File: src/rtl/div_pkg.sv
// div_pkg
//   Shared types and helpers for the signed sequential divider.
//   - div_state_e : FSM state encoding (IDLE, CALC, DONE)
//   - abs_mag     : two's-complement magnitude of a value whose sign is given
//                   separately, so one helper serves any operand width up to
//                   MAX_W. The caller truncates the result to its own width.
//   - most_neg    : bit pattern of the most-negative value for a given width.
package div_pkg;

  typedef enum logic [1:0] {
    IDLE,
    CALC,
    DONE
  } div_state_e;

  localparam int MAX_W         = 64;
  localparam int DEFAULT_WIDTH = 8;

  // Negation is taken modulo 2^MAX_W. The low bits therefore hold the magnitude
  // modulo 2^width, so the most-negative value maps onto 2^(width-1).
  function automatic logic [MAX_W-1:0] abs_mag(input logic [MAX_W-1:0] value,
                                               input logic             negative);
    abs_mag = negative ? -value : value;
  endfunction

  function automatic logic [MAX_W-1:0] most_neg(input int unsigned width);
    most_neg = MAX_W'(1) << (width - 1);
  endfunction

endpackage

File: src/rtl/div_step.sv
// div_step
//   One combinational restoring-division iteration. This is the single cell of
//   the divider; the top module reuses it once per clock.
//   Ports:
//     rem      in  WIDTH  current partial remainder (always < div_mag)
//     dvd_msb  in  1      next dividend bit shifted into the remainder
//     div_mag  in  WIDTH  divisor magnitude (non-zero)
//     next_rem out WIDTH  partial remainder after this step
//     q_bit    out 1      quotient bit produced by this step
module div_step #(
  parameter int WIDTH = 8
) (
  input  logic [WIDTH-1:0] rem,
  input  logic             dvd_msb,
  input  logic [WIDTH-1:0] div_mag,
  output logic [WIDTH-1:0] next_rem,
  output logic             q_bit
);

  logic [WIDTH:0] shifted;
  logic [WIDTH:0] diff;

  // rem < div_mag <= 2^(WIDTH-1), so the shifted value fits in WIDTH bits and
  // the extra top bit of the difference acts purely as a borrow/sign flag.
  assign shifted  = {rem, dvd_msb};
  assign diff     = shifted - {1'b0, div_mag};
  assign q_bit    = ~diff[WIDTH];
  assign next_rem = q_bit ? diff[WIDTH-1:0] : shifted[WIDTH-1:0];

endmodule

File: src/rtl/signed_seq_divider.sv
// signed_seq_divider
//   Iterative two's-complement divider: one restoring step per clock, with
//   valid/ready handshakes on both sides. Quotient truncates toward zero and
//   the remainder takes the sign of the dividend.
//   Ports:
//     clk, rst_n   clock, asynchronous active-low reset
//     in_valid     operands present          in_ready    high only in IDLE
//     dividend     signed dividend           divisor     signed divisor
//     out_valid    result valid (DONE)       out_ready   consumer takes result
//     quotient     signed quotient           remainder   signed remainder
//     div_by_zero  result from divisor == 0
//     overflow     result from most-negative / -1 (quotient wraps)
module signed_seq_divider
  import div_pkg::*;
#(
  parameter int  WIDTH = DEFAULT_WIDTH,
  localparam int CNT_W = $clog2(WIDTH + 1)
) (
  input  logic             clk,
  input  logic             rst_n,
  input  logic             in_valid,
  output logic             in_ready,
  input  logic [WIDTH-1:0] dividend,
  input  logic [WIDTH-1:0] divisor,
  output logic             out_valid,
  input  logic             out_ready,
  output logic [WIDTH-1:0] quotient,
  output logic [WIDTH-1:0] remainder,
  output logic             div_by_zero,
  output logic             overflow
);

  localparam logic [WIDTH-1:0] MOST_NEG = WIDTH'(most_neg(WIDTH));

  div_state_e       state, next_state;
  logic [CNT_W-1:0] count;
  logic [WIDTH-1:0] rem_q;
  logic [WIDTH-1:0] dvd_q;
  logic [WIDTH-1:0] div_mag_q;
  logic             sign_q;
  logic             sign_r;
  logic             ovf_case;

  logic [WIDTH-1:0] step_rem;
  logic             step_q_bit;
  logic [WIDTH-1:0] q_mag_final;
  logic             last_step;
  logic             divisor_zero;

  div_step #(.WIDTH(WIDTH)) u_step (
    .rem      (rem_q),
    .dvd_msb  (dvd_q[WIDTH-1]),
    .div_mag  (div_mag_q),
    .next_rem (step_rem),
    .q_bit    (step_q_bit)
  );

  // dvd_q doubles as the quotient register: each step shifts a dividend bit
  // out of the top and the new quotient bit into the bottom.
  assign q_mag_final  = {dvd_q[WIDTH-2:0], step_q_bit};
  assign last_step    = (count == CNT_W'(WIDTH - 1));
  assign divisor_zero = (divisor == '0);

  always_ff @(posedge clk or negedge rst_n) begin
    if (!rst_n) begin
      state <= IDLE;
    end else begin
      state <= next_state;
    end
  end

  always_comb begin
    next_state = state;
    in_ready   = 1'b0;
    out_valid  = 1'b0;
    case (state)
      IDLE: begin
        in_ready = 1'b1;
        if (in_valid) begin
          next_state = divisor_zero ? DONE : CALC;
        end
      end
      CALC: begin
        if (last_step) begin
          next_state = DONE;
        end
      end
      DONE: begin
        out_valid = 1'b1;
        if (out_ready) begin
          next_state = IDLE;
        end
      end
      default: next_state = IDLE;
    endcase
  end

  // Datapath: operand capture in IDLE, iteration in CALC, result registers
  // written either at capture (divide by zero) or on the last CALC step.
  // Nothing is written in DONE, which keeps the outputs stable under
  // backpressure.
  always_ff @(posedge clk or negedge rst_n) begin
    if (!rst_n) begin
      count       <= '0;
      rem_q       <= '0;
      dvd_q       <= '0;
      div_mag_q   <= '0;
      sign_q      <= 1'b0;
      sign_r      <= 1'b0;
      ovf_case    <= 1'b0;
      quotient    <= '0;
      remainder   <= '0;
      div_by_zero <= 1'b0;
      overflow    <= 1'b0;
    end else begin
      case (state)
        IDLE: begin
          if (in_valid) begin
            dvd_q     <= WIDTH'(abs_mag(MAX_W'(dividend), dividend[WIDTH-1]));
            div_mag_q <= WIDTH'(abs_mag(MAX_W'(divisor), divisor[WIDTH-1]));
            sign_q    <= dividend[WIDTH-1] ^ divisor[WIDTH-1];
            sign_r    <= dividend[WIDTH-1];
            ovf_case  <= (dividend == MOST_NEG) && (divisor == '1);
            rem_q     <= '0;
            count     <= '0;
            if (divisor_zero) begin
              quotient    <= '1;
              remainder   <= dividend;
              div_by_zero <= 1'b1;
              overflow    <= 1'b0;
            end
          end
        end
        CALC: begin
          rem_q <= step_rem;
          dvd_q <= q_mag_final;
          count <= count + 1'b1;
          // The overflow case needs no special arithmetic: |q| = 2^(WIDTH-1)
          // negates back onto itself and the remainder is already zero.
          if (last_step) begin
            quotient    <= sign_q ? -q_mag_final : q_mag_final;
            remainder   <= sign_r ? -step_rem : step_rem;
            div_by_zero <= 1'b0;
            overflow    <= ovf_case;
          end
        end
        default: ;
      endcase
    end
  end

endmodule

File: config.mk
export PLATFORM = sky130hd
export DESIGN_NAME = signed_seq_divider
export DESIGN_NICKNAME = d
export VERILOG_FILES = /design/src/rtl/div_pkg.sv /design/src/rtl/div_step.sv /design/src/rtl/signed_seq_divider.sv
export SDC_FILE = /design/constraint.sdc
export NUM_CORES = 1
export LEC_CHECK = 0
export ABC_AREA = 1
export CORE_ASPECT_RATIO = 0.6
export CORE_MARGIN = 2
export CORE_UTILIZATION = 40
export DETAILED_ROUTE_END_ITERATION = 10
export GPL_TIMING_DRIVEN = 0
export SYNTH_ARGS = -nofsm -noshare
export SYNTH_HDL_FRONTEND = slang
export SYNTH_SLANG_ARGS = --single-unit
File: constraint.sdc
create_clock -name clk -period 3.89 [get_ports clk]
set_input_delay 0.389 -clock clk [delete_from_list [all_inputs] [get_ports clk]]
set_output_delay 0.389 -clock clk [all_outputs]
set_load 0.01 [all_outputs]
==> impl_metrics.py <==
metrics = {
    "run_status": {
        "status": "finished clean",
    },
    "worst_setup_path": {
        "cp-start-kind": "register",
        "worst_r2r_path_depth": 17,
        "slowest_stage": "fa_1",
        "r2r-end": "remainder[2]",
        "end_kind": "register",
        "path_cells": "inv_1, ha_1, inv_1, fa_1, nand2_1, nand2_1, nand3_1, nand2_1, nand2_2, nand2_2, nand2_1, nand2_1, ha_1, or2_2, o21ai_0, a21oi_1, a21oi_1",
        "crit_type": "reg -> reg",
        "r2r-start": "dvd_q[7]",
        "crit_required_ps": 4100,
        "critPathBufInv": 2,
        "path_max_fanout": 7,
        "critPathMostFrequentCell": "nand2_1",
        "critPathMaxStageDelay_ps": 410,
        "regToRegSetupSlack_ps": 950,
        "cp_data_arrival_time_ps": 3150,
        "cp-startpoint": "dvd_q[7]",
        "critPathTopFamily": "simple AND/OR/NAND/NOR gates",
    },
    "clock_tree": {
        "numCtsBuffers": 5,
        "cts_tree": "built",
        "htreeDepth": 2,
        "ctsHoldBuffers": 0,
        "cts.reportedPaths.clkPinSlew_ps": 70,
        "post-cts-setup-buffers": 0,
        "cts.sinks": 51,
        "cts_root_buffer": "clkbuf_16",
        "ctsResizeCount": 0,
        "max-clock-path-buffers": 2,
        "insertion_delay_ps": 290,
    },
    "hold_path": {
        "hp-class": "in -> async",
    },
    "final_layout": {
        "insertedDiodeCount": 0,
        "final_cell_mix": "nand2_1 (114), inv_1 (59), dfrtp_1 (51)",
        "mostFrequentLayoutCell": "nand2_1",
        "area_growth_pct": 20.59,
        "drive_above_1_share_pct": 5.859,
        "nets": 529,
    },
    "placement": {
        "pre_cts_ws_ps": 1031,
        "place_congestion": 0.8963,
        "io_buffer_count": 37,
        "dp.final_hpwl_um": 7191,
    },
    "die": {
        "die-area_mm2": 0.008920,
        "row_count": 25,
        "pin_count": 40,
        "start_util_pct": 41.40,
        "die_w_um": 120.6,
        "die_h_um": 73.96,
        "coreArea_mm2": 0.007883,
    },
    "logic_synthesis": {
        "netlist_instances": 449,
        "synth.distinct_cells": 41,
        "ys.flop_type": "dfrtp_1",
        "syn_area_mm2": 0.003263,
        "syn-mean-instance-area_um2": 7.268,
        "seq_area_frac_synth_pct": 39.11,
        "async_reset_ff_share_pct": 100.0,
        "synthesis.nets": 484,
        "synth-edff-count": 0,
        "yosysWarnings": 0,
        "synth_seq_cells": 51,
    },
    "global_routing": {
        "antenna_found_initial": 0,
        "gr-usage-all-layers_pct": 22.24,
        "overflow": 0,
        "grt_pass1_vias": 2934,
        "grt_max_degree": 30,
        "grt_first_pass_wirelength_um": 15170,
    },
    "job": {
        "drv_cap": 0,
    },
    "timing": {
        "hold_slack_ps": 86.96,
        "finalSetupTns_ps": 0,
        "drv_slew": 0,
        "worst_slack_ps": 949.2,
        "relSlewSlack_pct": 61.06,
        "fin_crit_ps": 2941,
        "tightest_slew_ps": 584.0,
        "setup_viol": 0,
        "hold_viol": 0,
        "skew_ps": 5.907,
        "fmax_mhz": 340.0,
        "rsz0062_at_grt": "false",
        "period_share_pct": 75.60,
    },
    "route": {
        "routed_wl_um": 9335,
        "via_per_inst": 5.285,
        "drc": 0,
        "antenna_left": 0,
        "wl_per_cell_um": 15.48,
        "first_pass_iters": 5,
        "first_iter_violations": 206,
        "vias": 3187,
    },
    "pwr": {
        "ir_drop_mv": 0.3743,
        "power.density_mw_per_mm2": 991.3,
        "leakage_nw": 1.897,
    },
}
## power by group
group | total (W) | switching, W | internal, W
Sequential | 0.000939 | 0.000162 | 0.000778
Combinational | 0.00251 | 0.00162 | 0.000888
Clock | 0.000455 | 0.000197 | 0.000258
Total | 0.00390 | 0.00198 | 0.00192
## cell families (layout without fill, tap and decap cells)
family	Yosys count	in the layout	share of synthesized area, %
buffers and inverters	75	121	9.049
adder cells (fa/ha/maj)	15	15	5.982
flip-flops	51	51	39.11
AND/OR/NAND/NOR	216	216	28.68
XOR/XNOR	7	7	1.879
AO/OA/AOI/OAI	85	85	15.30
## state kept, by name, summed over array words and instances (netlist names)
register     cells
count            4
div_by_zero      1
div_mag_q        8
dvd_q            8
overflow         1
ovf_case         1
quotient         8
rem_q            8
remainder        8
sign_q           1
sign_r           1
state            2
## Yosys cell counts, types with 7 or more instances
cell / number / area (um2)
a21oi_1: 24 / 120.1
a31oi_1: 7 / 43.79
clkbuf_1: 9 / 33.78
dfrtp_1: 51 / 1276
ha_1: 14 / 175.2
inv_1: 59 / 221.5
nand2_1: 114 / 427.9
nand2_2: 7 / 43.79
nand3_1: 43 / 215.2
nor2_1: 35 / 131.4
o21ai_0: 27 / 135.1
## worst max-delay path by stage
stage	end	slack [ps]	cells after the start
floorplan	remainder[2]	1340	17
detailed placement	remainder[2]	1030	17
global placement	quotient[5]	790	1
finish	remainder[2]	950	17
CTS	remainder[2]	970	17
global route	remainder[2]	680	17
## layer usage
metal / vias to the layer above / part of all wire [%] / GRT usage [%]
met5: - / 0 / 0
met4: 0 / 0.40 / 3.230
met3: 5 / 5.7 / 3.758
met2: 112 / 40 / 32.08
met1: 1498 / 54 / 35.51
li1: 1572 / - / -
## cell type report
class,count,area [um2]
plain buffers,13,62.56
clock buffers,7,142.6
clock inverters,1,8.758
fillers,803,3948
inverters,62,232.7
multi-input cells,323,1692
flip-flops and latches,51,1276
well taps,108,135.1
repair buffers,38,385.4
## through the flow
| step | area [um2] | util [%] | total power (W) | cells |
|---|---|---|---|---|
| floorplan | 3263 | - | 0.002634 | 449 |
| global placement | 3769 | 47.81 | 0.003395 | 594 |
| detailed placement | 3784 | 48.00 | 0.003420 | 595 |
| CTS | 3935 | 49.92 | 0.003890 | 603 |
| global route | 3935 | 49.92 | 0.004304 | 603 |
| finish | 3935 | 49.92 | 0.003901 | 603 |
Power figures use the tool's default switching activity.
